**src/rtl/simple_circuit_reg.sv**
```systemverilog
// Bit-wise gate network D = (A & B) | ~C, E = ~C with combinational and registered outputs.
// Optional lane-0 pattern coverage bitmap enabled by SIMPLE_CIRCUIT_COV_EN.
module simple_circuit_reg #(
    parameter int WIDTH = 1
) (
    input  logic             clk,
    input  logic             rst,
    input  logic             in_valid,
    input  logic [WIDTH-1:0] a,
    input  logic [WIDTH-1:0] b,
    input  logic [WIDTH-1:0] c,
    output logic [WIDTH-1:0] d_comb,
    output logic [WIDTH-1:0] e_comb,
    output logic [WIDTH-1:0] d,
    output logic [WIDTH-1:0] e,
    output logic             out_valid,
    output logic [7:0]       cov,
    output logic             cov_full
);

    assign d_comb = (a & b) | ~c;
    assign e_comb = ~c;

    // d/e only move on a qualified capture so idle inputs never leak through
    always_ff @(posedge clk) begin
        if (rst) begin
            d         <= '0;
            e         <= '0;
            out_valid <= 1'b0;
        end else begin
            out_valid <= in_valid;
            if (in_valid) begin
                d <= d_comb;
                e <= e_comb;
            end
        end
    end

`ifdef SIMPLE_CIRCUIT_COV_EN
    // Index is {a,b,c} of lane 0 with A as MSB; bits are sticky until reset
    always_ff @(posedge clk) begin
        if (rst) begin
            cov <= 8'h00;
        end else if (in_valid) begin
            cov[{a[0], b[0], c[0]}] <= 1'b1;
        end
    end

    assign cov_full = &cov;
`else
    assign cov      = 8'h00;
    assign cov_full = 1'b0;
`endif

endmodule

```
**config.mk**
```make
export PLATFORM = sky130hd
export DESIGN_NAME = simple_circuit_reg
export DESIGN_NICKNAME = d
export VERILOG_FILES = /design/src/rtl/simple_circuit_reg.sv
export SDC_FILE = /design/constraint.sdc
export NUM_CORES = 1
export LEC_CHECK = 0
export BUFFER_PORTS_ARGS = -buffer_cell sky130_fd_sc_hd__buf_2
export CELL_PAD_IN_SITES_DETAIL_PLACEMENT = 1
export CELL_PAD_IN_SITES_GLOBAL_PLACEMENT = 2
export CORE_ASPECT_RATIO = 1.1
export CORE_UTILIZATION = 12
export CTS_CLUSTER_SIZE = 14
export DETAILED_ROUTE_END_ITERATION = 7
export PLACE_DENSITY = 0.69
export SYNTH_ARGS = -nofsm -noshare
export SYNTH_HDL_FRONTEND = slang
export SYNTH_SLANG_ARGS = --single-unit
```
**constraint.sdc**
```tcl
create_clock -name clk -period 1 [get_ports clk]
set_clock_uncertainty 0.2 [all_clocks]
set_input_delay 0.1 -clock clk [delete_from_list [all_inputs] [get_ports clk]]
set_output_delay 0.1 -clock clk [all_outputs]
set_load 0.1 [all_outputs]
```
# Yosys cells after proc, flatten, opt, wreduce, memory -nomap -nowiden
# Cells that the tools add are included.
dict set report totals {
  wordCells 6
  input_bits 6
  output_inout_bits 14
  regBits 3
}
dict set report op_classes {
  bitwise 3
}
# op n
set ops {}
lappend ops {{AND 1 bit} 1}
lappend ops {{inverter 1 bit} 1}
lappend ops {{bitwise OR 1 bit} 1}

# Depth between registers and ports, before layout
dict set report logic_depth {
  word_depth 2
  depth_mapped 2
  mapped_depth_nobuf 2
}

# Least setup slack after synthesis
# No wires, ideal clock.
dict set report synth_timing {
  path_kind {register to register}
  from {register, netlist name d}
  to {register d}
  slack_ps -524
  setup_ps 91
  path_buffers 0
  arrival_time_ps 1233
  stages_incl_launch_ff 3
  required_time_ps 709
  period_less_slack_ps 1524
  path_cell_list {dfxtp_1 nor2_1 a311oi_1}
}
# item line_no
set synth_rtl {}
lappend synth_rtl {{end signal: assignment} 33} ;# d <= d_comb;
lappend synth_rtl {{end: declaration} 14} ;# output logic [WIDTH-1:0] d,

# Worst setup path after layout
dict set report layout_timing {
  from {register e}
  to {output port e}
}
# item line_no
set layout_rtl {}
lappend layout_rtl {{start: declaration} 15} ;# output logic [WIDTH-1:0] e,
lappend layout_rtl {{start signal: assignment} 34} ;# e <= e_comb;
# No word-level cell between the ends.

==> flow_summary.html <==
<table>
<tr><th>Metric</th><th>Value</th></tr>
<tr><th colspan="2">Clock network</th></tr>
<tr><td>CTS max path bufs</td><td>2</td></tr>
<tr><td>Clock transition time at the flip-flop clock pins of the worst setup and hold paths</td><td>roughly 0.040 ns</td></tr>
<tr><td>Inserted Clock Buffers</td><td>3</td></tr>
<tr><td>Post_cts resized</td><td>0</td></tr>
<tr><td>Insertion delay to the later sink of the worst-skew pair</td><td>between 0.2 and 0.25 ns</td></tr>
<tr><td>Clock Sink Count</td><td>3</td></tr>
<tr><td>CTS Root Buffer Type</td><td>sky130_fd_sc_hd__clkbuf_4</td></tr>
<tr><td>Hold_buf cts</td><td>1</td></tr>
<tr><td>Deepest level of the CTS H-tree</td><td>1</td></tr>
<tr><td>Buffer count from post-CTS setup fixing</td><td>0</td></tr>
<tr><td>Clock tree from TritonCTS</td><td>done</td></tr>
<tr><th colspan="2">STA</th></tr>
<tr><td>Max Clock Freq</td><td>955 MHz</td></tr>
<tr><td>Final worst-path cycle share</td><td>105%</td></tr>
<tr><td>Worst hold slack across all endpoints</td><td>-0.139 ns</td></tr>
<tr><td>Number of max-slew violations in the final report</td><td>0</td></tr>
<tr><td>Endpoints failing setup</td><td>3</td></tr>
<tr><td>Min cycle time layout</td><td>roughly 1.0 ns</td></tr>
<tr><td>Final WS setup</td><td>-0.0475 ns</td></tr>
<tr><td>Number of failing hold endpoints at the final stage</td><td>2</td></tr>
<tr><td>Unrepaired setup endpoints after global routing</td><td>yes</td></tr>
<tr><th colspan="2">Worst setup path</th></tr>
<tr><td>Total buffers and inverters traversed by the critical path</td><td>1</td></tr>
<tr><td>Cell-by-cell trace of the critical path</td><td>buf_12</td></tr>
<tr><td>Startpoint-to-endpoint class of the critical path</td><td>flop to output port</td></tr>
<tr><td>Slowest CP cell</td><td>sky130_fd_sc_hd__dfxtp_4</td></tr>
<tr><td>Critical path peak fanout</td><td>2</td></tr>
<tr><td>Data arrival time at the worst-slack endpoint</td><td>between 0.7 and 0.8 ns</td></tr>
<tr><td>Required time of the critical path</td><td>~0.7 ns</td></tr>
<tr><td>Largest stage delay on the critical path</td><td>between 0.3 and 0.4 ns</td></tr>
<tr><td>Cell depth of the worst setup path</td><td>1</td></tr>
<tr><td>Startpoint type of the worst setup path</td><td>flop</td></tr>
<tr><td>Crit path max-delay family</td><td>flip-flops</td></tr>
<tr><td>Worst reg-to-reg path cell count</td><td>2</td></tr>
<tr><td>Crit path capture type</td><td>output port</td></tr>
<tr><th colspan="2">Global route</th></tr>
<tr><td>Global-route layer with the greatest usage</td><td>met2</td></tr>
<tr><td>Global routing usage summed across all routing layers</td><td>6.39%</td></tr>
<tr><td>First-pass GRT wire length</td><td>~620 um</td></tr>
<tr><td>Number of global-route vias before repair</td><td>about 140</td></tr>
<tr><td>Global-route track usage on met1</td><td>between 4 and 5%</td></tr>
<tr><td>Pin count of the biggest net entering global routing</td><td>6</td></tr>
<tr><td>Met2 track demand over resource in global routing</td><td>a little under 9%</td></tr>
<tr><td>Antenna violations before repair</td><td>0</td></tr>
<tr><td>Global route overflow</td><td>0</td></tr>
<tr><td>Met3 track utilization from global routing</td><td>5.88%</td></tr>
<tr><th colspan="2">Final layout</th></tr>
<tr><td>Relative area change from synthesis to final layout</td><td>89.1%</td></tr>
<tr><td>Layout fillers</td><td>approximately 150</td></tr>
<tr><td>Final Cell Area</td><td>327 um2</td></tr>
<tr><td>Final cell count without fillers</td><td>50</td></tr>
<tr><td>Post-layout net count</td><td>between 40 and 50</td></tr>
<tr><td>Share of cells above drive strength 1</td><td>~49%</td></tr>
<tr><td>Diodes inserted</td><td>0</td></tr>
<tr><th colspan="2">Synth</th></tr>
<tr><td>Most repeated cell in the gate-level netlist after synthesis</td><td>sky130_fd_sc_hd__buf_4</td></tr>
<tr><td>Most used standard cells in the synthesized netlist</td><td>sky130_fd_sc_hd__buf_4 (9), sky130_fd_sc_hd__dfxtp_1 (3), sky130_fd_sc_hd__nand2_1 (2), sky130_fd_sc_hd__nor2_1 (2)</td></tr>
<tr><td>Cell types with the largest area share after synthesis</td><td>sky130_fd_sc_hd__buf_4 (39%), sky130_fd_sc_hd__dfxtp_1 (35%), sky130_fd_sc_hd__a311oi_1 (5.1%)</td></tr>
<tr><td>Mean cell area of the mapped netlist</td><td>8.22 um2</td></tr>
<tr><td>Synth area leader</td><td>sky130_fd_sc_hd__buf_4</td></tr>
<tr><td>Prevailing post-synth register cell</td><td>sky130_fd_sc_hd__dfxtp_1</td></tr>
<tr><td>Share of synthesized flip-flops with an asynchronous set or reset</td><td>0%</td></tr>
<tr><td>Synthesis Warnings</td><td>0</td></tr>
<tr><td>Flip-flop and latch count after synthesis</td><td>3</td></tr>
<tr><td>Area share of the leading cell type in the synthesized netlist</td><td>around two fifths</td></tr>
<tr><td>Count of unique library cells instantiated by Yosys</td><td>9</td></tr>
<tr><td>Post-synthesis cell count</td><td>21</td></tr>
<tr><td>Synthesized area</td><td>roughly 170 um2</td></tr>
<tr><td>Number of synthesized flops with an enable pin</td><td>0</td></tr>
<tr><td>Sequential element share of the synthesized area</td><td>a little over a third</td></tr>
<tr><th colspan="2">Pwr</th></tr>
<tr><td>Relative contribution of sequential cells to total power</td><td>about a fifth</td></tr>
<tr><td>Internal power component</td><td>~340 uW</td></tr>
<tr><td>Sw power</td><td>approximately 330 uW</td></tr>
<tr><td>Logic pwr share</td><td>between 40% and 50%</td></tr>
<tr><td>Largest vdd supply drop</td><td>between 400 and 500 uV</td></tr>
<tr><td>Sw Ratio</td><td>between 40% and 50%</td></tr>
<tr><td>Pwr/cell area</td><td>~2000 nW/um2</td></tr>
<tr><td>Leakage dissipation</td><td>around 0.16 nW</td></tr>
<tr><td>Relative contribution of the clock network to total power</td><td>31.0%</td></tr>
<tr><th colspan="2">Route</th></tr>
<tr><td>Routed wire length</td><td>slightly below 400 um</td></tr>
<tr><td>Number of violations reported at the end of detailed-routing iteration 0</td><td>0</td></tr>
<tr><td>Via count</td><td>around 160</td></tr>
<tr><td>1st-pass router iterations</td><td>1</td></tr>
<tr><td>Final routed wire length divided by cell count</td><td>roughly 7.7 um</td></tr>
<tr><td>Post-detailed-route via-to-cell ratio</td><td>3.14</td></tr>
<tr><td>Number of nets still failing antenna checks after routing</td><td>0</td></tr>
<tr><td>DRC errors left</td><td>0</td></tr>
<tr><th colspan="2">Placement</th></tr>
<tr><td>Port Buffer Count</td><td>10</td></tr>
<tr><td>Post-placement cell area</td><td>290 um2</td></tr>
<tr><td>Number of cells after detailed placement</td><td>45</td></tr>
<tr><td>Routability Congestion</td><td>between 0.5 and 0.6</td></tr>
<tr><th colspan="2">Floorplan</th></tr>
<tr><td>Boundary pin count</td><td>20</td></tr>
<tr><td>Die area</td><td>1590 um2</td></tr>
<tr><td>Area of the core region</td><td>around 1300 um2</td></tr>
<tr><td>FP Rows</td><td>13</td></tr>
<tr><td>Die Height</td><td>about 42 um</td></tr>
<tr><td>Die outline width</td><td>around 38 um</td></tr>
<tr><td>Starting density of the core</td><td>roughly 14%</td></tr>
<tr><th colspan="2">Min path</th></tr>
<tr><td>Kind of path behind the tightest hold check</td><td>input port to flop</td></tr>
<tr><td>Worst hold path cell count</td><td>2</td></tr>
<tr><th colspan="2">Outcome</th></tr>
<tr><td>Outcome</td><td>complete, but fails checks</td></tr>
<tr><td>Failing checks</td><td>negative hold slack, negative setup slack</td></tr>
<tr><th colspan="2">Run</th></tr>
<tr><td>Number of maximum-capacitance constraint violations</td><td>0</td></tr>
</table>
[through the flow]
stage	TNS, ns	util [%]	setup slack (ns)	power, mW	hold slack, ns
CTS	-0.151	26.1	-0.0625	0.678	-0.145
global route	-0.195	26.1	-0.0757	0.703	-0.134
finish	-0.114	26.1	-0.0475	0.666	-0.139
global placement	0	23.2	0.113	0.457	0.0960
detailed placement	0	23.2	0.0667	0.459	0.0944
floorplan	-0.0912	-	-0.0836	0.411	-0.0376
[per-layer routing]
metal / wire, um / part of all wire (%)
met1: 120 / 31
met2: 185 / 48
met3: 65 / 17
met4: 14 / 3.6
met5: 0 / 0
[power by group through the flow]
| stage | Combinational [mW] | Sequential [mW] | Clock (mW) |
|---|---|---|---|
| final | 0.324 | 0.136 | 0.206 |
| after global routing | 0.333 | 0.137 | 0.234 |
| after CTS | 0.324 | 0.136 | 0.217 |
| after detailed placement | 0.321 | 0.138 | 0 |
| after global placement | 0.320 | 0.137 | 0 |
| after floorplan | 0.220 | 0.191 | 0 |
[sequential cells by signal, summed over array words and instances (netlist names)]
name       flops
d              1
e              1
out_valid      1
[cell type report]
type	instances	area, um2	area share, %
Clock buffer	4	26.3	8.05
Tap cell	15	18.8	5.75
Timing Repair Buffer	11	135	41.4
Inverter	1	3.75	1.15
Sequential cell	3	68.8	21.1
Multi-Input combinational cell	16	73.8	22.6
[final timing paths]
kind / from / to / slack, ns
setup / recovery: e / e / -0.05
hold / removal: rst / d / -0.14
setup reg to reg: d / d / 0.08
hold reg to reg: d / d / 0.32
[cells by family (layout without fill, tap and decap cells)]
logic type / after synthesis / in the layout / synth area share, %
simple gates: 5 / 5 / 12.3
compound gates: 2 / 2 / 9.42
buf+inv: 10 / 16 / 41.3
other cells: 1 / 9 / 2.17
flops: 3 / 3 / 34.8
[placed cells by master (no fill, tap or decap)]
cell type                       n
sky130_fd_sc_hd__dfxtp_4        2
sky130_fd_sc_hd__clkbuf_1       1
sky130_fd_sc_hd__a211oi_1       1
sky130_fd_sc_hd__nor2b_1        1
sky130_fd_sc_hd__a311oi_1       1
sky130_fd_sc_hd__dfxtp_2        1
sky130_fd_sc_hd__buf_2          5
sky130_fd_sc_hd__nor2_1         2
sky130_fd_sc_hd__inv_1          1
sky130_fd_sc_hd__conb_1         9
sky130_fd_sc_hd__nand2_1        1
sky130_fd_sc_hd__nand2_2        1
sky130_fd_sc_hd__buf_12         5
sky130_fd_sc_hd__dlygate4sd3_1  1
sky130_fd_sc_hd__clkbuf_4       3
Note: power is estimated with default switching activity, not from simulation.
